--- config.mk ---
export PLATFORM = sky130hd
export DESIGN_NAME = i2s_rx
export DESIGN_NICKNAME = d
export VERILOG_FILES = /design/src/rtl/i2s_rx.sv
export SDC_FILE = /design/constraint.sdc
export NUM_CORES = 1
export LEC_CHECK = 0
export ABC_AREA = 1
export CAP_MARGIN = 20
export CORE_ASPECT_RATIO = 0.9
export CORE_UTILIZATION = 40
export CTS_CLUSTER_DIAMETER = 100
export DETAILED_ROUTE_END_ITERATION = 8
export PLACE_DENSITY = 0.66
export SKIP_CTS_REPAIR_TIMING = 1
export SYNTH_ARGS = -nofsm -noshare
export SYNTH_HDL_FRONTEND = slang
export SYNTH_SLANG_ARGS = --single-unit
--- constraint.sdc ---
create_clock -name clk32 -period 2.4 [get_ports clk32]
set_input_delay 0.72 -clock clk32 [delete_from_list [all_inputs] [get_ports clk32]]
set_output_delay 0.72 -clock clk32 [all_outputs]
set_load 0.01 [all_outputs]
--- src/rtl/i2s_rx.sv ---
// i2s_rx: I2S / left-justified serial audio receiver, deserializes BCK/WS/DIN into 16-bit stereo pairs.
module i2s_rx #(
    parameter bit PHILIPS = 1'b0,
    parameter int TIMEOUT = 1024
) (
    input  logic        clk32,
    input  logic        reset,
    input  logic        i2s_bck,
    input  logic        i2s_ws,
    input  logic        i2s_din,
    output logic [15:0] audio_l,
    output logic [15:0] audio_r,
    output logic        audio_valid,
    output logic        short_err,
    output logic        active
);
    localparam int TW = $clog2(TIMEOUT + 1);
    localparam logic [TW-1:0] TMAX = TW'(TIMEOUT);
    logic [2:0]    bck_q;
    logic [1:0]    ws_q, din_q;
    logic          ws_prev_q, ws_eff_prev_q, synced_q, chan_q, l_ok_q;
    logic [4:0]    bit_cnt_q;
    logic [15:0]   shift_q, hold_l_q;
    logic [TW-1:0] to_cnt_q;
    logic          rise_d, ws_eff_d, slot_start_d;
    logic [15:0]   word_d;
    always_comb begin
        rise_d       = bck_q[1] & ~bck_q[2];
        ws_eff_d     = PHILIPS ? ws_prev_q : ws_q[1];
        slot_start_d = rise_d & (ws_eff_d != ws_eff_prev_q);
        word_d       = {shift_q[14:0], din_q[1]};
    end
    always_ff @(posedge clk32) begin
        if (reset) begin
            bck_q         <= '0;
            ws_q          <= '0;
            din_q         <= '0;
            ws_prev_q     <= 1'b0;
            ws_eff_prev_q <= 1'b0;
            synced_q      <= 1'b0;
            chan_q        <= 1'b0;
            l_ok_q        <= 1'b0;
            bit_cnt_q     <= '0;
            shift_q       <= '0;
            hold_l_q      <= '0;
            to_cnt_q      <= '0;
            audio_l       <= '0;
            audio_r       <= '0;
            audio_valid   <= 1'b0;
            short_err     <= 1'b0;
            active        <= 1'b0;
        end else begin
            bck_q       <= {bck_q[1:0], i2s_bck};
            ws_q        <= {ws_q[0], i2s_ws};
            din_q       <= {din_q[0], i2s_din};
            audio_valid <= 1'b0;
            short_err   <= 1'b0;
            if (rise_d) begin
                to_cnt_q      <= '0;
                active        <= 1'b1;
                ws_prev_q     <= ws_q[1];
                ws_eff_prev_q <= ws_eff_d;
                if (slot_start_d) begin
                    synced_q  <= 1'b1;
                    bit_cnt_q <= 5'd1;
                    shift_q   <= {15'b0, din_q[1]};
                    chan_q    <= ws_eff_d;
                    if (synced_q && bit_cnt_q < 5'd16) begin
                        short_err <= 1'b1;
                        l_ok_q    <= 1'b0;
                    end
                end else if (synced_q && bit_cnt_q < 5'd16) begin
                    shift_q   <= word_d;
                    bit_cnt_q <= bit_cnt_q + 5'd1;
                    // 16th bit of the slot completes a word
                    if (bit_cnt_q == 5'd15) begin
                        if (!chan_q) begin
                            hold_l_q <= word_d;
                            l_ok_q   <= 1'b1;
                        end else if (l_ok_q) begin
                            audio_l     <= hold_l_q;
                            audio_r     <= word_d;
                            audio_valid <= 1'b1;
                            l_ok_q      <= 1'b0;
                        end
                    end
                end
            end else if (to_cnt_q < TMAX) begin
                to_cnt_q <= to_cnt_q + 1'b1;
                if (to_cnt_q == TMAX - 1'b1) begin
                    active   <= 1'b0;
                    synced_q <= 1'b0;
                    l_ok_q   <= 1'b0;
                end
            end
        end
    end
endmodule

# After elaboration in Yosys (flattened, before gate mapping)
# Cells that the tools add are included.
[classes] addsub=2 n_mul=0 n_div=0 magnitude_cmp=2 n_eq_ne=6 shifts=0 muxes=17 bitwise=8 n_reduce_logical=14
[op_table] op="$mux 15" count=2
[op_table] op="$mux 1" count=13
[op_table] op="$add 11x1->11 const B" count=1
[op_table] op="$eq 11x10->1 const B" count=1
[op_table] op="$lt 11x11->1 const B" count=1
[op_table] op="$mux 5" count=2
[op_table] op="$not 1->1" count=6
[op_table] op="$reduce_and 2->1" count=3
[op_table] op="$reduce_and 6->1" count=1
[op_table] op="$reduce_bool 2->1" count=3
[op_table] op="$reduce_or 6->1" count=1
[op_table] op="$add 5x1->5 const B" count=1
[op_table] op="$eq 5x4->1 const B" count=1
[op_table] op="$lt 5x5->1 const B" count=1
[op_table] op="$reduce_and 5->1" count=1
[op_table] op="$ne 2x1->1 const B" count=2
[op_table] op="$reduce_and 4->1" count=1
[op_table] op="$ne 3x1->1 const B" count=1
[op_table] op="$reduce_and 3->1" count=1
[op_table] op="$reduce_or 3->1" count=1
[op_table] op="$and 1x1->1" count=2
[op_table] op="$reduce_or 2->1" count=1
[op_table] op="$logic_and 1x1->1" count=1
[op_table] op="$ne 1x1->1" count=1
[totals] ff_bits=93 latch_bits=0 mem_bits_rw=0 mem_bits_ro=0 input_bits=5 output_inout_bits=35 word_cells=65 n_memories=0

# Depth between registers and ports, before layout
# Gate-level depths: netlist of the first run.
[logic_depth] depth_word=5 depth_mapped=11 mapped_depth_nobuf=11

# Worst setup path before layout of the first run
# OpenSTA, ideal clock, no wires.
[synth_timing] path_type="reg2reg" from="register bit_cnt_q[0]" to="register audio_l[10]" setup_time_ns=0.116 t_arrival_ns=1.566 required_time_ns=2.284 slack_ns=0.719 stages_incl_launch_ff=11 path_buffers=1 synth_period_minus_slack_ns=1.681 cell_sequence="dfxtp_1 > ha_1 > nand2_1 > nor2_1 > ha_1 > nand3_2 > nor2_1 > nand2_4 > buf_4 > o21ai_0 > nor2_1"
[synth_via] elab_chain_cells=3 elab_cells_between_ends=4 classes_between="order compare: 1; eq/ne: 1; reduce/logical: 2"
[synth_lines] item="from (decl)" line_no="22" text="logic [4:0] bit_cnt_q;"
[synth_lines] item="from (signal assigned)" line_no="74" text="bit_cnt_q <= bit_cnt_q + 5'd1;"
[synth_lines] item="$lt 5x5->1" line_no="72" text="end else if (synced_q && bit_cnt_q < 5'd16) begin"
[synth_lines] item="$logic_and 1x1->1" line_no="72"
[synth_lines] item="$reduce_and 6->1 (no source line) (*)"
[synth_lines] item="to (signal assigned)" line_no="81" text="audio_l <= hold_l_q;"
[synth_lines] item="to (decl)" line_no="11" text="output logic [15:0] audio_l,"
# Mark *: on every way between the ends. The rest lies on a longest branch, timed or not.
# A chain may end at the register's enable or synchronous reset.

# Worst setup path in the final report of the first run
[layout_timing] from="register bit_cnt_q[0]" to="register audio_r[14]"
[layout_via] elab_chain_cells=3 elab_cells_between_ends=4 classes_between="order compare: 1; eq/ne: 1; reduce/logical: 2"
[layout_lines] item="$lt 5x5->1" line_no="72"
[layout_lines] item="$logic_and 1x1->1" line_no="72"
[layout_lines] item="$reduce_and 6->1 (no source line) (*)"
[layout_lines] item="to (signal assigned)" line_no="82" text="audio_r <= word_d;"
[layout_lines] item="to (decl)" line_no="12" text="output logic [15:0] audio_r,"
# Marks and branches as above.

==> results of run 1 <==
power by group:
part / switching, uW / leakage, uW / total [uW] / internal (uW)
sequential: 9.04 / 0.000751 / 1560 / 1550
clock: 568 / 0.0000824 / 954 / 386
combinational: 74.3 / 0.000771 / 114 / 39.8
total: 651 / 0.00160 / 2630 / 1980
layout make-up:
| cell class | count | area (sq um) |
|---|---|---|
| inverters | 48 | 181.4 |
| clock inverters | 7 | 57.56 |
| multi-input cells | 327 | 1529 |
| fillers | 873 | 4433 |
| flip-flops and latches | 93 | 1862 |
| well taps | 119 | 148.9 |
| repair buffers | 43 | 432.9 |
| clock buffers | 9 | 123.9 |
final timing paths:
kind,depth (start not counted),end,slack [ps]
hold reg to reg,2,din_q[1],410
setup / recovery,10,audio_r[14],290
setup reg to reg,10,audio_r[14],290
hold / removal,2,din_q[1],410
layer usage:
metal  track usage [%]  up-vias  share of wire (%)
met5                 0        -                  0
met4             4.577        0               0.97
met3             4.933        5                4.1
met2             27.78       53                 47
met1             20.84     1377                 48
li1                  -     1600                  -
synthesized netlist by cell type (all sizes together):
cell and number:
nor2 129, dfxtp 93, nand2 91, inv 46
o21ai 38, a21oi 31, nand4 17, buf 14
nand3 10, clkbuf 6, nor3 5, ha 3
clkinv 2, o21a 1, o21bai 1, xor2 1
placed cells by master (no fill, tap or decap), types with 4 or more instances in the layout:
cell,synthesis,final
nor2_1,117,117
clkbuf_8,0,9
nor2_2,10,10
clkdlybuf4s50_1,0,39
nand4_1,17,17
o21ai_0,16,16
dfxtp_1,93,93
nor3_1,4,4
o21ai_1,21,21
nand2_1,85,85
inv_1,43,43
nand3_1,9,9
a21oi_1,31,31
flip-flops by register name (all words and copies together), names as in the netlist:
name and cells:
ws_eff_prev_q 1, to_cnt_q 11, audio_l 16, bck_q 3, ws_q 2, hold_l_q 16, bit_cnt_q 5, din_q 2
l_ok_q 1, synced_q 1, audio_valid 1, shift_q 15, short_err 1, active 1, chan_q 1, audio_r 16
worst max-delay path, stage by stage, from the launching register on:
cell and delay, ps:
dfxtp_1 360, ha_1 190, nand2_1 60, nor2_1 90
ha_1 160, nand3_2 160, nor2_1 220, nand2_4 160
buf_4 240, o21ai_0 280, nor2_1 70
per-stage QoR:
stage | util (%) | total power, uW | cells | cell area, sq um
global route | 49.44 | 2750 | 646 | 4335
finish | 49.44 | 2632 | 646 | 4335
floorplan | - | 1681 | 488 | 3696
CTS | 49.44 | 2668 | 646 | 4335
global placement | 47.37 | 1712 | 630 | 4154
detailed placement | 47.37 | 1715 | 630 | 4154
cells by family (layout without fill, tap and decap cells):
| group | Yosys count | count (layout) | share of synthesized area, % |
|---|---|---|---|
| buffers and inverters | 68 | 107 | 8.259 |
| adders and majority gates | 3 | 3 | 1.016 |
| and+or+nand+nor | 252 | 252 | 30.06 |
| DFF | 93 | 93 | 50.37 |
| xor gates and xnor gates | 1 | 1 | 0.2370 |
| AOI/OAI and AO/OA | 71 | 71 | 10.05 |
==> impl_results.md, run 1 <==
* Tot GR Track Use at 16.69%
* # rows at 32
* Largest net degree at the start of global routing at 53
* Root buf cell: clkbuf_8
* Crit end category: register
* Core Footprint at 0.008768 sq mm
* Yosys top cell by area: dfxtp_1
* Placer Congestion at 0.8148
* Vias in the first global route at 2,808
* Nets at between 500 and 600
* Worst Path Required at 2650 ps
* Detailed placement HPWL at 4957 um
* VDD IR-drop max at 0.2477 mV
* Num CTS Buffers at 9
* TNS Setup at 0 ps
* Die X at approximately 100 um
* Yosys reg bits at just over 90
* Post-synthesis sequential area ratio at about half
* Worst slew pin tran at around 630 ps
* Arrival @ worst endpoint at 2360 ps
* Final worst path period need at 2108 ps
* Share of the synthesized area in the top cell type at 50.37%
* Port bufs at 39
* # DRC at 0
* Post-Route WL at 7210 um
* Mapped Cells at 488
* GRT overflow at 0
* Setup Crit Path Kind: register to register
* Pre-antenna DRT Iters at 7
* TritonCTS clock tree: done
* Period utilisation layout at 87.84%
* DR vias at 3,035
* Worst slack, placed at 308.9 ps
* I/O pin count at 40
* Area grow syn2layout at 17.30%
* # diodes at 0
* CP max FO at 18
* Avg WL per Cell at 11.16 um
* CTS clk-pin slew, worst paths at approximately 90 ps
* Starting Density at 42.15%
* CP startpoint: bit_cnt_q[0]
* Vias per std cell at 4.698
* Cell Pwr Density at around 610 mW/mm^2
* Net Count, Synth at 496
* Min-Delay Path Class: register to register
* Syn avg cell area at between 7 and 8 sq um
* Number of H-tree levels at 3
* Die Ht at 93.20 um
* First-pass GRT wire length at 12,450 um
* RSZ-0062 raised after global routing: false
* # clock sinks at 93
* Proportion of layout cells with a drive suffix above 1 at 8.539%
* Leak at 0.001605 uW
* Worst Skew at 9.484 ps
* Final hold vios at 0
* Routed Antenna Nets at 0
* Max-cap violations at 0
* Max clock buf depth at 2
* Initial DRC count at 78
* Post-synth cell types at 29
* Initial antenna violation count at 0
* Worst hold slack at 405.8 ps
* Ys Warns at 0
* Maximum clock rate at around 470 MHz
* Max-slew violations at 0
* Mapped cell area at 0.003696 sq mm
* Outcome: finished clean
* Critical Path Source Type: register
* Clock latency on the worst-skew pair at 360 ps
* Final worst slack at 291.8 ps
* Full die area at 0.009629 sq mm
* Slew Limit Headroom at 58.11%
* Number of setup violations in the final report at 0
* HP Start: din_q[0]
* R2r startpoint: bit_cnt_q[0]
* Largest cells by area after synthesis: dfxtp_1 (50%), nor2_1 (12%), nand2_1 (8.6%)
Power figures use the tool's default switching activity.
==> run 2: changes to the inputs <==
--- a/config.mk
+++ b/config.mk
@@ -13,6 +13,7 @@
 export DETAILED_ROUTE_END_ITERATION = 8
 export PLACE_DENSITY = 0.66
 export SKIP_CTS_REPAIR_TIMING = 1
+export SLEW_MARGIN = 0
 export SYNTH_ARGS = -nofsm -noshare
 export SYNTH_HDL_FRONTEND = slang
 export SYNTH_SLANG_ARGS = --single-unit
==> results of run 2 <==
Final layout, timing and power as in run 1 (identical DEF).
